`src/rtl/riscv_lsu_mem_stage.sv`:
```
// Load/store memory stage: aligns, enables and issues one data-cache access at a time, then hands the result to writeback.
// Latency: pass-through/fault 1 cycle, store 2 cycles, load 3 cycles (with zero-wait cache).
// Backpressure: valid/ready on both sides; in_ready drops while an operation is held or in flight.
module riscv_lsu_mem_stage #(
    parameter int XLEN = 64,
    localparam int NB = XLEN / 8,
    localparam int OFFW = $clog2(NB)
) (
    input  logic            clk,
    input  logic            rst_n,
    input  logic            flush,
    input  logic            in_valid,
    output logic            in_ready,
    input  logic [XLEN-1:0] in_pc,
    input  logic [31:0]     in_inst,
    input  logic [XLEN-1:0] in_addr,
    input  logic [XLEN-1:0] in_wdata,
    input  logic [4:0]      in_rd_addr,
    input  logic [2:0]      in_funct3,
    input  logic            in_is_load,
    input  logic            in_is_store,
    output logic            dc_req_valid,
    input  logic            dc_req_ready,
    output logic [XLEN-1:0] dc_req_addr,
    output logic            dc_req_we,
    output logic [NB-1:0]   dc_req_be,
    output logic [XLEN-1:0] dc_req_wdata,
    input  logic            dc_rsp_valid,
    input  logic [XLEN-1:0] dc_rsp_rdata,
    output logic            out_valid,
    input  logic            out_ready,
    output logic [XLEN-1:0] out_pc,
    output logic [31:0]     out_inst,
    output logic [4:0]      out_rd_addr,
    output logic [XLEN-1:0] out_data,
    output logic            out_fault
);

    typedef enum logic [2:0] {IDLE, REQ, RSP, DONE, DRAIN} state_t;

    state_t          state;
    logic [2:0]      f3_q;
    logic [OFFW-1:0] off_q;

    logic [OFFW-1:0] in_off;
    logic            st_c;
    logic            ld_c;
    logic            mem_c;
    logic            misalign_c;
    logic            illegal_c;
    logic            fault_c;
    logic [NB-1:0]   be_c;
    logic [XLEN-1:0] wdata_c;
    logic [XLEN-1:0] shifted;
    logic [XLEN-1:0] ext;

    // Accept only from an empty stage or one whose result is leaving this cycle.
    assign in_ready = ((state == IDLE) || ((state == DONE) && out_ready)) && !flush;

    // Decode the incoming operation: lane placement, alignment and legality.
    always_comb begin
        in_off     = in_addr[OFFW-1:0];
        st_c       = in_is_store;
        ld_c       = in_is_load & ~in_is_store;
        mem_c      = st_c | ld_c;
        misalign_c = 1'b0;
        be_c       = '0;
        case (in_funct3[1:0])
            2'b00:   be_c = NB'(1) << in_off;
            2'b01: begin
                misalign_c = in_addr[0];
                be_c       = NB'(3) << in_off;
            end
            2'b10: begin
                misalign_c = |in_addr[1:0];
                be_c       = NB'(15) << in_off;
            end
            default: begin
                misalign_c = |in_addr[2:0];
                be_c       = '1;
            end
        endcase
        illegal_c = 1'b0;
        if (ld_c)
            illegal_c = (in_funct3 == 3'b111) ||
                        ((XLEN == 32) && ((in_funct3 == 3'b011) || (in_funct3 == 3'b110)));
        if (st_c)
            illegal_c = in_funct3[2] || ((XLEN == 32) && (in_funct3 == 3'b011));
        fault_c = mem_c && (misalign_c || illegal_c);
        wdata_c = in_wdata << {in_off, 3'b000};
    end

    // Bring the addressed lanes of the response down to bit 0 and extend by access type.
    always_comb begin
        shifted = dc_rsp_rdata >> {off_q, 3'b000};
        case (f3_q)
            3'b000:  ext = XLEN'($signed(shifted[7:0]));
            3'b001:  ext = XLEN'($signed(shifted[15:0]));
            3'b010:  ext = XLEN'($signed(shifted[31:0]));
            3'b100:  ext = XLEN'(shifted[7:0]);
            3'b101:  ext = XLEN'(shifted[15:0]);
            3'b110:  ext = XLEN'(shifted[31:0]);
            default: ext = shifted;
        endcase
    end

    // Stage controller; every cache request and writeback field is a register.
    always_ff @(posedge clk or negedge rst_n) begin
        if (!rst_n) begin
            state        <= IDLE;
            f3_q         <= '0;
            off_q        <= '0;
            dc_req_valid <= 1'b0;
            dc_req_addr  <= '0;
            dc_req_we    <= 1'b0;
            dc_req_be    <= '0;
            dc_req_wdata <= '0;
            out_valid    <= 1'b0;
            out_pc       <= '0;
            out_inst     <= '0;
            out_rd_addr  <= '0;
            out_data     <= '0;
            out_fault    <= 1'b0;
        end else begin
            case (state)
                IDLE, DONE: begin
                    if (flush) begin
                        state     <= IDLE;
                        out_valid <= 1'b0;
                    end else if ((state == IDLE) || out_ready) begin
                        if (in_valid) begin
                            out_pc      <= in_pc;
                            out_inst    <= in_inst;
                            out_rd_addr <= in_rd_addr;
                            out_fault   <= fault_c;
                            f3_q        <= in_funct3;
                            off_q       <= in_off;
                            if (!mem_c) begin
                                state     <= DONE;
                                out_valid <= 1'b1;
                                out_data  <= in_addr;
                            end else if (fault_c) begin
                                state     <= DONE;
                                out_valid <= 1'b1;
                                out_data  <= '0;
                            end else begin
                                state        <= REQ;
                                out_valid    <= 1'b0;
                                dc_req_valid <= 1'b1;
                                dc_req_addr  <= {in_addr[XLEN-1:OFFW], {OFFW{1'b0}}};
                                dc_req_we    <= st_c;
                                dc_req_be    <= be_c;
                                dc_req_wdata <= wdata_c;
                            end
                        end else begin
                            state     <= IDLE;
                            out_valid <= 1'b0;
                        end
                    end
                end
                REQ: begin
                    if (dc_req_ready) begin
                        dc_req_valid <= 1'b0;
                        if (dc_req_we) begin
                            // A store that handshakes is committed even if flushed.
                            state     <= flush ? IDLE : DONE;
                            out_valid <= !flush;
                            out_data  <= '0;
                        end else begin
                            state <= flush ? DRAIN : RSP;
                        end
                    end else if (flush) begin
                        state        <= IDLE;
                        dc_req_valid <= 1'b0;
                    end
                end
                RSP: begin
                    if (dc_rsp_valid) begin
                        // A response coinciding with flush is consumed here, so no drain is needed.
                        state     <= flush ? IDLE : DONE;
                        out_valid <= !flush;
                        out_data  <= ext;
                    end else if (flush) begin
                        state <= DRAIN;
                    end
                end
                DRAIN: begin
                    if (dc_rsp_valid)
                        state <= IDLE;
                end
                default: state <= IDLE;
            endcase
        end
    end

endmodule

```
`config.mk`:
```
export PLATFORM = sky130hd
export DESIGN_NAME = riscv_lsu_mem_stage
export DESIGN_NICKNAME = d
export VERILOG_FILES = /design/src/rtl/riscv_lsu_mem_stage.sv
export SDC_FILE = /design/constraint.sdc
export NUM_CORES = 1
export LEC_CHECK = 0
export ABC_CLOCK_PERIOD_IN_PS = 2000
export CORE_MARGIN = 4
export CORE_UTILIZATION = 31
export DETAILED_ROUTE_END_ITERATION = 8
export PLACE_DENSITY_LB_ADDON = 0.3
export RECOVER_POWER = 50
export SYNTH_ARGS = -nofsm -noshare
export SYNTH_HDL_FRONTEND = slang
export SYNTH_SLANG_ARGS = --single-unit
```
`constraint.sdc`:
```
create_clock -name clk -period 2 [get_ports clk]
set_clock_uncertainty 0.05 [all_clocks]
set_input_delay 0.6 -clock clk [delete_from_list [all_inputs] [get_ports clk]]
set_output_delay 0.6 -clock clk [all_outputs]
set_load 0.02 [all_outputs]
```
; ---- After elaboration in Yosys (flattened, before gate mapping)
; Index checks and enable logic that the tools add are counted.
; W data, S select, Z words.
[word_totals]
register_bits = 311
inputBits = 305
[op_classes]
eq_ne = 25
shifts = 5
muxes = 45
n_bitwise = 5
reduce_logical = 21
[op_table]
columns = op, n
row1 = $mux W64, 8
row2 = $pmux W64 S6, 1
row3 = $pmux W64 S3, 1
row4 = $shl A64 B6 Y64, 1
row5 = $shr A64 B6 Y64, 1
row6 = $mux W3, 10
row7 = $pmux W8 S3, 1
row8 = $ne A2 B2 Y1 const B, 9
row9 = $mux W1, 17
row10 = $eq A3 B3 Y1 const B, 5
row11 = $ne A3 B3 Y1 const B, 4
row12 = $pmux W3 S4, 1
row13 = $eq A3 B2 Y1 const B, 3
row14 = $reduce_and A4 Y1, 2
row15 = $reduce_and A8 Y1, 1
row16 = $shl A1 B3 Y8 const A, 1
row17 = $shl A2 B3 Y8 const A, 1
row18 = $shl A4 B3 Y8 const A, 1
row19 = $reduce_and A7 Y1, 1
row20 = $eq A3 B1 Y1 const B, 2
row21 = $logic_not A3 Y1, 2
row22 = $mux W2, 3
row23 = $pmux W1 S3, 2
row24 = $reduce_and A6 Y1, 1
row25 = other kinds (15), 22

; ---- Longest topological paths before layout
; Gate-level depths: netlist (run 1).
[depth]
depth_word = 12
depth_mapped = 11

; ---- Worst setup path after synthesis (run 1)
; No wires, ideal clock.
[synth_timing]
path_type = input-to-reg
start = input port in_funct3[0]
end = register dc_req_addr[59]
arrival_ns = 2.488
t_required_ns = 1.825
slack_ns = -0.664
cell_stages = 10
path_buffers = 5
path_cell_list = ha_1 > buf_2 > o21bai_1 > a221o_1 > buf_2 > or2_1 > buf_6 > buf_6 > buf_6 > mux2_4
[synth_via]
elab_chain_cells = 7
[synth_lines]
columns = item, line_no
row1 = from (decl), 19  ; input logic [2:0] in_funct3,
row2 = $eq A3 B3 Y1, 85  ; illegal_c = (in_funct3 == 3'b111) ||
row3 = $mux W1, 84  ; if (ld_c)
row4 = $mux W1, 87  ; if (st_c)
row5 = $logic_or A1 B1 Y1 (*), 89  ; fault_c = mem_c && (misalign_c || illegal_c);
row6 = $logic_and A1 B1 Y1 (*), 89
row7 = $not A1 Y1 (no line) (*), -
row8 = $reduce_and A6 Y1 (no line) (*), -
row9 = to (signal assigned), 150  ; dc_req_addr <= {in_addr[XLEN-1:OFFW], {OFFW{1'b0}}};
row10 = to (decl), 24  ; output logic [XLEN-1:0] dc_req_addr,
; Mark *: on every way between the ends. The rest lies on a longest branch, timed or not.
; A chain may end at the register's enable or synchronous reset.

; ---- Worst setup path in the final report (run 1)
[layout_timing]
start = register state[0]
end = register out_pc[14]
[layout_via]
elab_chain_cells = 3
[layout_lines]
columns = item, line_no
row1 = from (decl), 41  ; state_t state;
row2 = from (signal assigned), 166  ; state <= flush ? IDLE : DONE;
row3 = from (signal assigned), 170  ; state <= flush ? DRAIN : RSP;
row4 = from (signal assigned), 180  ; state <= flush ? IDLE : DONE;
row5 = $eq A3 B2 Y1 / $logic_not A3 Y1 (equally long branches), "125, 130"
row6 = $reduce_or A2 Y1 / $logic_or A1 B1 Y1 (equally long branches), "125, 130"
row7 = $reduce_and A4 Y1 (no line) (*), -
row8 = to (signal assigned), 132  ; out_pc <= in_pc;
row9 = to (decl), 32  ; output logic [XLEN-1:0] out_pc,
; Marks and branches as above.

==> metrics.md, run 1 <==
| Metric | Value |
|---|---|
| Outcome | complete, but fails checks |
| Failing checks | negative setup slack |
| Final setup margin | -266 ps |
| EDFF count, synth | 0 |
| Post-layout total power | 46,100 µW |
| Crit path kind | register to register |
| Largest net degree at the start of global routing | 52 |
| Routed WL per cell | 25.0 µm |
| RSZ-0062 raised after global routing | yes |
| PD cells | 1550 nW/µm² |
| Period Utilization, post-route | 1.13 |
| CTS H-Tree Depth | 2 |
| Final setup viols | 315 |
| Slew HR | 0.179 |
| Root buffer cell | clkbuf_16 |
| Tightest Pin Transition | 1230 ps |
| Mapped Cells | 1,684 |
| Layout cell share with drive strength beyond 1 | 0.346 |
| CP dominant cell by count | buf_16 |
| Number of global-route vias before repair | 18,000 |
| CTS tree | built |
| Total core area | 51,700 µm² |
| Die Width | 238 µm |
| Synth top area share | 0.476 |
| Worst Path Required | 2390 ps |
| DP Worst Slack | -1040 ps |
| Highest Clock Rate | 441 MHz |
| # rows | 83 |
| Post-synthesis register bit count | 311 |
| Routability cong. | 0.933 |
| MaxCap Viol Count | 0 |
| Critical path launch point type | register |
| Critical path startpoint | state[0] |
| Drt drc | 0 |
| TritonRoute pass-1 iters | 7 |
| Detailed Route Iter0 Violations | 1,335 |
| Port bufs | 607 |
| Filler cells | 4,310 |
| Crit path time final | 2270 ps |
| Critical Path AT | 2660 ps |
| Post-Syn Area per Cell | 9.70 µm² |
| Initial core utilization | 0.316 |
| Critical Path Slowest Stage Cell | dfrtp_1 |
| Synth async-reset ratio | 1.00 |
| Post-synth top cells | 432 x nand2_1, 311 x dfrtp_1, 187 x o21ai_0 |
| Most common cell in the netlist | nand2_1 |
| Hold_sp | in_funct3[0] |
| Vias | 17,700 |
| Leak | 0.0137 µW |
| Crit. End Element | register |
| Tot GR Track Use | 0.272 |
| Multi-input logic area | 9680 µm² |
| Max incr delay on CP | 410 ps |
| Initial antenna violation count | 9 |
| Total clock sinks | 311 |
| Ys flop type | dfrtp_1 |
| Register Area | 7790 µm² |
| Clock buffer depth | 3 |
| Cell variety after synth | 64 |
| Num CTS Buffers | 38 |
| Fin Setup TNS | -40,250 ps |
| Total gr overflow | 0 |
| Seq/Total Area, Yosys | 0.476 |
| HP Class | input port to register |
| Hold Fails Final Rpt | 0 |
| Clk Latency, worst-skew pair | 550 ps |
| Final ANT Viol Nets | 0 |
| First-pass GRT wire length | 118,000 µm |
| Final Net Count | 2,859 |
| Reg2reg start | state[0] |
| Die Span Y | 238 µm |
| Max VDD drop | 0.861 mV |
| Area of the mapped netlist | 16,300 µm² |
| DPL Wire Length | 53,700 µm |
| Largest fanout on the critical path | 6 |
| IO Pins | 611 |
| Final-report max-slew violation count | 0 |
| Final WL | 81,800 µm |
| Warning count from the yosys run | 0 |
| CP cell instances | nor2b_4 -> a21o_1 -> buf_6 -> or2_4 -> buf_6 -> buf_12 -> buf_16 -> buf_16 -> buf_8 -> buf_16 -> nand2_2 -> nand2_1 |
| Die area | 56,400 µm² |
| Largest cells by area after synthesis | dfrtp_1 48%, nand2_1 9.9%, mux2_2 7.1%, o21ai_0 5.7%, mux4_2 4.7% |
| Area Overhead vs Synth | 82.6% |
| Post-synth top area cell | dfrtp_1 |
| Clk pin slew, worst setup/hold paths | 60 ps |
| Post-DR vias/cell | 5.41 |
kinds of logic (layout without fill, tap and decap cells):
family,after synthesis,count (layout),share of synthesized area
AND/OR/NAND/NOR,571,573,0.147
AO/OA/AOI/OAI,423,423,0.162
buffers and inverters,156,1046,0.0428
multiplexers,217,217,0.168
flip-flops,311,311,0.476
other,1,10,0.000230
XOR/XNOR,1,1,0.000536
adder cells (fa/ha/maj),4,4,0.00306
cell type report:
cell class / count / share of cell area
Inverter: 11 / 0.00151
Clock inverter: 19 / 0.00805
Clock buffer: 49 / 0.0353
Tap cell: 680 / 0.0285
Antenna cell: 7 / 0.000587
Sequential cell: 311 / 0.261
Timing Repair Buffer: 967 / 0.340
Multi-Input combinational cell: 1221 / 0.325
critical path: cells and delay by family, from the launching register on:
| family | cells | cell delay, ps |
|---|---|---|
| buffers and inverters | 7 | 1000 |
| AND/OR/NAND/NOR | 4 | 510 |
| flip-flops | 1 | 410 |
| AO/OA/AOI/OAI | 1 | 180 |
power breakdown:
group	internal, µW	leakage [µW]	switching [µW]	total, µW
clock network	4390	0.000636	2920	7310
registers	9130	0.00392	2080	11200
logic	12900	0.00912	14700	27600
total	26400	0.0137	19700	46100
layer usage:
metal / vias to the layer above / global-route usage / wire length (µm)
li1: 7755 / - / -
met1: 8821 / 0.346 / 31800
met2: 924 / 0.450 / 39800
met3: 173 / 0.0702 / 6860
met4: 0 / 0.0961 / 3290
met5: - / 0 / 0
registers in the layout, indices dropped and copies added (netlist names), 3 cells and up:
signal	flops
state	3
out_rd_addr	5
dc_req_be	8
dc_req_addr	61
out_inst	32
off_q	3
out_data	64
out_pc	64
f3_q	3
dc_req_wdata	64
stage by stage:
stage / hold slack (ps) / cells / utilization / instance area (µm²)
floorplan: 254 / 1686 / - / 16400
global placement: 407 / 3078 / 0.482 / 24900
detailed placement: 411 / 3078 / 0.482 / 24900
CTS: 377 / 3242 / 0.554 / 28600
global route: 396 / 3265 / 0.577 / 29800
finish: 401 / 3265 / 0.577 / 29800
cells in the final DEF (no fill, tap or decap), drive strengths merged, types with 4 or more instances in the layout:
cell           synthesis  routed
nand2                432     432
buf                   54     354
dfrtp                311     311
dlygate4sd2            0     296
clkdlybuf4s50          0     288
o21ai                188     188
mux2                 107     107
mux2i                 76      76
a21oi                 61      61
clkbuf                91      60
nor2                  48      49
o221ai                48      48
mux4                  34      34
a211oi                33      33
o31ai                 32      32
nor2b                 23      23
nand2b                21      21
clkdlybuf4s15          0      15
inv                   10      12
o211ai                11      11
nand3                 10      10
clkinv                 1      10
a31oi                  9       9
a22o                   8       8
diode                  0       7
and2                   7       7
and3                   6       6
o22ai                  6       6
nor3                   6       6
o21a                   5       5
bufinv                 0       5
or2                    4       5
nor4                   4       4
ha                     4       4
timing repair:
action,CTS,global route
hold buffers,1,0
buffers inserted,52,27
gates resized for setup,637,367
setup endpoints to repair,605,321
cloned,47,6
endpoints found under the hold margin,21,0
pin swaps,54,221
path summary, 6_finish.rpt:
| check | slack [ps] | cells past startpoint | endpoint |
|---|---|---|---|
| max reg2reg | -270 | 12 | out_pc[14] |
| min | 400 | 4 | f3_q[0] |
| min in group asynchronous | 800 | 2 | dc_req_addr[53] |
| max | -270 | 12 | out_pc[14] |
| min reg2reg | 420 | 2 | out_pc[44] |
| max in group asynchronous | 160 | 3 | dc_req_wdata[50] |
Note: power is estimated with default switching activity, not from simulation.
==> inputs of run 2 (changes only) <==
SKIP_CTS_REPAIR_TIMING = 1   (was unset)
==> run 2 against run 1 <==
Utilization is 1.5 points lower; wire length shrank 4.0%; sequential power is essentially flat; critical endpoint is now in_ready; worst setup slack worse by 38 ps; sequential cell count did not move; combinational power is 4% lower; critical path depth down 7; the flow still finishes with violations (negative setup slack).
==> metrics.md, run 2 (same netlist as run 1, synthesis figures left out) <==
| Metric | Value |
|---|---|
| Initial antenna violation count | 7 |
| Final ANT Viol Nets | 0 |
| Drt drc | 0 |
| # rows | 83 |
| Layout Cells excl Fill | 3,234 |
| PD cells | 1530 nW/µm² |
| Period Utilization, post-route | 1.15 |
| Vias | 17,200 |
| CTS H-Tree Depth | 2 |
| Die area | 56,400 µm² |
| Port bufs | 607 |
| Total gr overflow | 0 |
| Hold Fails Final Rpt | 0 |
| Clk Latency, worst-skew pair | 550 ps |
| Highest Clock Rate | 434 MHz |
| Failing checks | negative setup slack |
| Clk pin slew, worst setup/hold paths | 60 ps |
| Routability cong. | 0.933 |
| First-pass GRT wire length | 104,000 µm |
| Die Width | 238 µm |
| Critical path launch point type | register |
| Final-report max-slew violation count | 0 |
| Die Span Y | 238 µm |
| Crit. End Element | output port |
| Post-DR vias/cell | 5.32 |
| Initial core utilization | 0.316 |
| Placed insts | 3,078 |
| Crit path kind | register to output port |
| RSZ-0062 raised after global routing | yes |
| Commonest non-fill, non-tap cells in the layout | 428 x nand2_1, 417 x clkdlybuf4s50_1, 306 x dfrtp_1 |
| Top flop regs | dc_req_wdata: 64 flops, out_data: 64 flops, out_pc: 64 flops |
| Post-Layout Inst Area | 29,100 µm² |
| Post-DP Area | 24,900 µm² |
| Detailed Route Iter0 Violations | 1,344 |
| Outcome | complete, but fails checks |
| Tightest Pin Transition | 1280 ps |
| Final Net Count | 2,831 |
| Crit path time final | 2300 ps |
| Tot GR Track Use | 0.234 |
| Routed WL per cell | 24.3 µm |
| MaxCap Viol Count | 0 |
| CTS tree | built |
| Total clock sinks | 311 |
| Critical Path AT | 1650 ps |
| TritonRoute pass-1 iters | 5 |
| Num CTS Buffers | 38 |
| Root buffer cell | clkbuf_16 |
| Max VDD drop | 0.850 mV |
| DPL Wire Length | 53,700 µm |
| Final WL | 78,500 µm |
| Area Overhead vs Synth | 77.8% |
| IO Pins | 611 |
| Commonest non-fill, non-tap cell in the layout | nand2_1 |
| Final setup margin | -304 ps |
| Leak | 0.0147 µW |
| Largest net degree at the start of global routing | 102 |
| Core Util, Final | 0.562 |
| Final setup viols | 422 |
| Worst Path Required | 1350 ps |
| Number of global-route vias before repair | 16,600 |
| HP Class | input port to register |
| Clock buffer depth | 3 |
| Largest fanout on the critical path | 4 |
| Total core area | 51,700 µm² |
| Slew HR | 0.150 |
| Layout cell share with drive strength beyond 1 | 0.287 |
run 2: cell count changes in the layout (fill, tap and decap cells not counted), moves of 38 or more:
cell	change
nand2_4	-38
dlygate4sd2_1	-296
dlymetal6s2s_1	+183
nand2_2	-81
clkdlybuf4s50_1	+129
nand2_1	+119
run 2: final cells by class:
| cell class | count | area (µm²) |
|---|---|---|
| antenna | 4 | 10.0 |
| clock buffer | 49 | 1050 |
| clock inverter | 19 | 240 |
| fill | 4339 | 22700 |
| inverter | 11 | 41.3 |
| multi-input combinational | 1222 | 8950 |
| sequential | 311 | 7790 |
| tap | 680 | 851 |
| timing repair buffer | 938 | 10100 |
run 2: layer usage:
metal	wire [µm]	part of all wire	global-route usage	up-vias
met2	38200	0.49	0.392	849
met1	31100	0.40	0.303	8524
met4	2770	0.035	0.0676	0
met5	0	0	0	-
met3	6490	0.083	0.0563	154
li1	-	-	-	7670
run 2: final timing paths:
| check | startpoint | end | slack [ps] | cells after the start |
|---|---|---|---|---|
| max in group asynchronous | rst_n | dc_req_addr[23] | 140 | 3 |
| min in group asynchronous | rst_n | out_pc[5] | 820 | 2 |
| setup reg to reg | state[1] | out_data[51] | -290 | 8 |
| hold / removal | in_funct3[0] | f3_q[0] | 400 | 4 |
| hold reg to reg | out_pc[63] | out_pc[63] | 420 | 2 |
| setup / recovery | state[0] | in_ready | -300 | 5 |
run 2: per-stage QoR:
| step | TNS (ps) | power [µW] | hold slack (ps) | setup WS, ps |
|---|---|---|---|---|
| floorplan | -74830 | 21600 | 254 | -553 |
| finish | -56930 | 44600 | 398 | -304 |
| detailed placement | -279060 | 33000 | 411 | -1040 |
| global placement | -275790 | 32600 | 407 | -1030 |
| CTS | -167240 | 40500 | -120 | -995 |
| global route | -78940 | 46600 | 416 | -375 |
run 2: where the power goes:
group	leakage (µW)	switching, µW	internal, µW	total (µW)
registers	0.00392	1790	9130	10900
clock network	0.000636	2910	4390	7300
logic	0.0101	13700	12600	26400
run 2: critical path, stage by stage, from the launching register on:
cell,delay (ps)
dfrtp_1,420
nor2b_4,140
a21o_1,170
nor3_2,120
buf_4,130
buf_4,130
